<file path="src/rtl/led7seg_scan.sv">
`default_nettype none
// ============================================================================
// led7seg_scan : two-digit multiplexed 7-segment driver with frame snapshot
// Revision 1.0 - initial release
// ============================================================================
module led7seg_scan #(
  parameter int REFRESH_DIV  = 50000,
  parameter int COMMON_ANODE = 1,
  parameter int BLANK_LZ     = 0
) (
  input  logic       Clk,
  input  logic       RST_n,
  input  logic [3:0] tens,
  input  logic [3:0] digits,
  output logic [6:0] seg,
  output logic [1:0] an
);

  localparam int             CW        = $clog2(REFRESH_DIV);
  localparam logic [CW-1:0]  C_LAST    = CW'(REFRESH_DIV - 1);
  localparam logic           C_INV     = (COMMON_ANODE != 0);
  localparam logic [6:0]     C_SEG_OFF = C_INV ? 7'h7F : 7'h00;
  localparam logic [1:0]     C_AN_OFF  = C_INV ? 2'b11 : 2'b00;
  localparam logic [6:0]     C_SEG_INV = {7{C_INV}};
  localparam logic [1:0]     C_AN_INV  = {2{C_INV}};

  typedef enum logic [0:0] {
    DIG0 = 1'b0,
    DIG1 = 1'b1
  } state_t;

  logic [7:0]    r_s1;
  logic [7:0]    r_s2;
  logic [3:0]    r_sh_tens;
  logic [3:0]    r_sh_dig;
  logic [CW-1:0] r_cnt;
  state_t        r_state;

  logic          w_tick;
  logic          w_stable;
  logic          w_blank;
  logic [6:0]    w_seg_dig;
  logic [6:0]    w_seg_tens;

  // Segment patterns are active-high {g,f,e,d,c,b,a}; non-BCD codes show a dash.
  function automatic logic [6:0] f_decode(input logic [3:0] v);
    logic [6:0] r;
    case (v)
      4'd0:    r = 7'b0111111;
      4'd1:    r = 7'b0000110;
      4'd2:    r = 7'b1011011;
      4'd3:    r = 7'b1001111;
      4'd4:    r = 7'b1100110;
      4'd5:    r = 7'b1101101;
      4'd6:    r = 7'b1111101;
      4'd7:    r = 7'b0000111;
      4'd8:    r = 7'b1111111;
      4'd9:    r = 7'b1101111;
      default: r = 7'b1000000;
    endcase
    return r;
  endfunction

  assign w_tick     = (r_cnt == C_LAST);
  assign w_stable   = (r_s1 == r_s2);
  assign w_blank    = (BLANK_LZ != 0) && (r_sh_tens == 4'd0);
  assign w_seg_dig  = f_decode(r_sh_dig);
  assign w_seg_tens = f_decode(r_sh_tens);

  always_ff @(posedge Clk or negedge RST_n) begin
    if (!RST_n) begin
      r_s1 <= '0;
      r_s2 <= '0;
    end else begin
      r_s1 <= {tens, digits};
      r_s2 <= r_s1;
    end
  end

  // Shadows only change at the DIG1->DIG0 boundary so a frame is always coherent.
  always_ff @(posedge Clk or negedge RST_n) begin
    if (!RST_n) begin
      r_cnt     <= '0;
      r_state   <= DIG0;
      r_sh_tens <= '0;
      r_sh_dig  <= '0;
      seg       <= C_SEG_OFF;
      an        <= C_AN_OFF;
    end else begin
      r_cnt <= w_tick ? '0 : r_cnt + 1'b1;
      if (w_tick) begin
        seg <= C_SEG_OFF;
        an  <= C_AN_OFF;
        if (r_state == DIG0) begin
          r_state <= DIG1;
        end else begin
          r_state <= DIG0;
          if (w_stable) begin
            r_sh_tens <= r_s2[7:4];
            r_sh_dig  <= r_s2[3:0];
          end
        end
      end else if (r_state == DIG0) begin
        seg <= w_seg_dig ^ C_SEG_INV;
        an  <= 2'b01 ^ C_AN_INV;
      end else if (w_blank) begin
        seg <= C_SEG_OFF;
        an  <= C_AN_OFF;
      end else begin
        seg <= w_seg_tens ^ C_SEG_INV;
        an  <= 2'b10 ^ C_AN_INV;
      end
    end
  end

endmodule
`default_nettype wire
</file>
<file path="config.mk">
export PLATFORM = sky130hd
export DESIGN_NAME = led7seg_scan
export DESIGN_NICKNAME = d
export VERILOG_FILES = /design/src/rtl/led7seg_scan.sv
export SDC_FILE = /design/constraint.sdc
export NUM_CORES = 1
export LEC_CHECK = 0
export CORE_ASPECT_RATIO = 0.8
export CORE_MARGIN = 3
export CORE_UTILIZATION = 30
export DETAILED_ROUTE_END_ITERATION = 8
export PLACE_DENSITY = 0.45
export SLEW_MARGIN = 15
export SYNTH_ARGS = -nofsm -noshare
export SYNTH_HDL_FRONTEND = slang
export SYNTH_SLANG_ARGS = --single-unit
</file>
<file path="constraint.sdc">
create_clock -name Clk -period 3 [get_ports Clk]
set_clock_uncertainty 0.05 [all_clocks]
set_input_delay 0.3 -clock Clk [delete_from_list [all_inputs] [get_ports Clk]]
set_output_delay 0.3 -clock Clk [all_outputs]
set_load 0.005 [all_outputs]
</file>
==> results_dict.tcl <==
set metrics [dict create \
    placed_cell_area_sq_um 2470 \
    finalHoldViolCount 0 \
    yosysWarnings 0 \
    wl_per_cell_microns 13.1 \
    path_clk_slew_ps 100 \
    ys_types 34 \
    initial_core_util 0.314 \
    rsz0062_at_grt "no" \
    powerDensity_nw_per_um2 445 \
    yosys.area.top_type_share 0.470 \
    synth_edf_count 0 \
    cts.sinks 50 \
    synth_nets 200 \
    slew_viol_final 0 \
    post-route-util 0.371 \
    area_delta_synth_final_pct 18.2 \
    viasPerCell 4.55 \
    grt_pass1_wl_mm 6.71 \
    synthArstFlopShare 1.00 \
    outcome "complete, no violations" \
    tightest_slew_ps 725 \
    critPathLaunchType "flip-flop" \
    grt_max_degree 51 \
    stdcell_area_sq_um 2580 \
    syn_inst 179 \
    gp_congestion 0.819 \
    drc_errors 0 \
    setup_ws_ps 402 \
    num_vias 1328 \
    firstDrtPassIters 4 \
    critical_path_class "flip-flop to flip-flop" \
    diodes 0 \
    design.die.area_sq_um 8340 \
    slew_headroom 0.512 \
    ios 19 \
    grt_usage 0.105 \
    cts_root_buf "clkbuf_8" \
    cts_resized 0 \
    end_kind "flip-flop" \
    postRouteAntennaNets 0 \
    die_w_microns 101 \
    drive_gt1_frac 0.127 \
    cts-htree-levels 2 \
    rows 27 \
    cp_slowest_cell "nor4_4" \
    synth.area.top_cells "dfrtp_1, dfstp_2, ha_1, xnor2_1, xor2_1" \
    cts_tree "done" \
    place_hpwl_mm 2.84 \
    clkLatencyLatePin_ps 300 \
    gr-total-overflow 0 \
    ir_drop_mv 0.169 \
    crit_arrival_ps 2750 \
    core_sq_um 6960 \
    crit_required_ps 3150 \
    leakagePower_nw 1.11 \
    clock_path_buffers 2 \
    maxCapViolations 0 \
    finalCritPeriodShare 0.866 \
    cts_buffers 5 \
    pre_cts_ws_ps 391 \
    portBuffers 18 \
    yosys_most_used_dff "dfrtp_1" \
    die_h_microns 82.3 \
    ys_ff_latch 50 \
    drt_iter0_markers 35 \
    fin_setup_tns_ps 0 \
    slowest_delay_ps 570 \
    synth_seq_area_share 0.579 \
    fin_crit_ps 2600 \
    postSynthAreaPerCell_sq_um 12.2 \
    setup_viol 0 \
    final.fill_count 679 \
    critPathMaxFanout 8 \
    antenna_found_initial 0 \
    routed_wl_mm 3.82 \
    hp-class "flip-flop to flip-flop" \
    grt_pass1_vias 1409 \
    crit_top_cell "or4_1" \
    yosysTopAreaCell "dfrtp_1" \
    syn_area_sq_um 2180 \
    yosysMostFrequentCell "dfrtp_1" \
    fin_nets 225 \
    synth_common_cells "dfrtp_1, xnor2_1, nor2_1" \
    fmax_mhz 385 \
    postCtsSetupRepairBufs 0 \
    worstPathCellList "or4_1, or4_1, nor4_4, mux2_2" \
    postCtsHoldBufs 0 \
]
flip-flops by register name, summed over array words and instances (netlist names):
register,cells
r_sh_tens,4
r_s1,8
an,2
r_state,1
r_s2,8
r_sh_dig,4
r_cnt,16
seg,7
worst max-delay path, delay by kind of cell, from the launching register on:
kind / cells / cell delay (ps)
flip-flops: 1 / 440
multiplexers: 1 / 400
AND/OR/NAND/NOR: 3 / 1600
layout by cell type (no fill, tap or decap), types with 5 or more instances in the layout:
cell,count
dfrtp_1,41
inv_1,7
nand2_1,9
xnor2_1,14
mux2_2,5
dfstp_2,9
ha_1,11
nor2_1,13
xor2_1,7
clkdlybuf4s50_1,17
clkbuf_8,5
nand3_1,10
path summary, 6_finish.rpt:
check | start | to | slack, ps | depth (start not counted)
worst max-delay path | r_cnt[11] | r_sh_dig[2] | 400 | 4
worst min-delay path | r_s1[6] | r_s2[6] | 360 | 0
worst max register to register | r_cnt[11] | r_sh_dig[2] | 400 | 4
worst min register to register | r_s1[6] | r_s2[6] | 360 | 0
max in group asynchronous | RST_n | r_s2[2] | 2000 | 2
min in group asynchronous | RST_n | r_cnt[14] | 500 | 2
kinds of logic (layout without fill, tap and decap cells):
logic type / count (synthesis) / after routing / share of synthesized area
buffers and inverters: 10 / 36 / 0.0172
flip-flops: 50 / 50 / 0.579
AND/OR/NAND/NOR: 59 / 59 / 0.150
multiplexers: 10 / 10 / 0.0505
AO/OA/AOI/OAI: 18 / 18 / 0.0568
XOR/XNOR: 21 / 21 / 0.0843
adder cells (fa/ha/maj): 11 / 11 / 0.0631
routing by layer:
metal | share of wire | wire length [microns] | track usage | vias up
li1 | - | - | - | 668
met2 | 0.44 | 1680 | 0.159 | 21
met3 | 0.039 | 147 | 0.0353 | 4
met4 | 0.011 | 43 | 0.0319 | 0
met1 | 0.51 | 1950 | 0.141 | 635
met5 | 0 | 0 | 0 | -
cell type report:
type | count | area (sq um) | share of cell area
clock inverter | 3 | 28.8 | 0.0112
tap | 87 | 109 | 0.0422
clock buffer | 5 | 68.8 | 0.0267
timing repair buffer | 21 | 203 | 0.0786
sequential | 50 | 1260 | 0.489
multi-input combinational | 119 | 882 | 0.342
inverter | 7 | 26.3 | 0.0102
power by group:
group	internal, mW	switching [mW]	total, mW
logic	0.0182	0.0179	0.0360
clock network	0.175	0.243	0.418
registers	0.685	0.00792	0.693
total	0.878	0.269	1.15
stage by stage:
step / hold WS [ps] / total power, mW / instances
after floorplan: -45.6 / 0.715 / 179
after global placement: 327 / 0.742 / 283
after detailed placement: 338 / 0.743 / 283
after CTS: 180 / 1.17 / 291
after global routing: 343 / 1.21 / 292
final: 356 / 1.15 / 292
No activity file was read; power rests on OpenSTA's default activity.
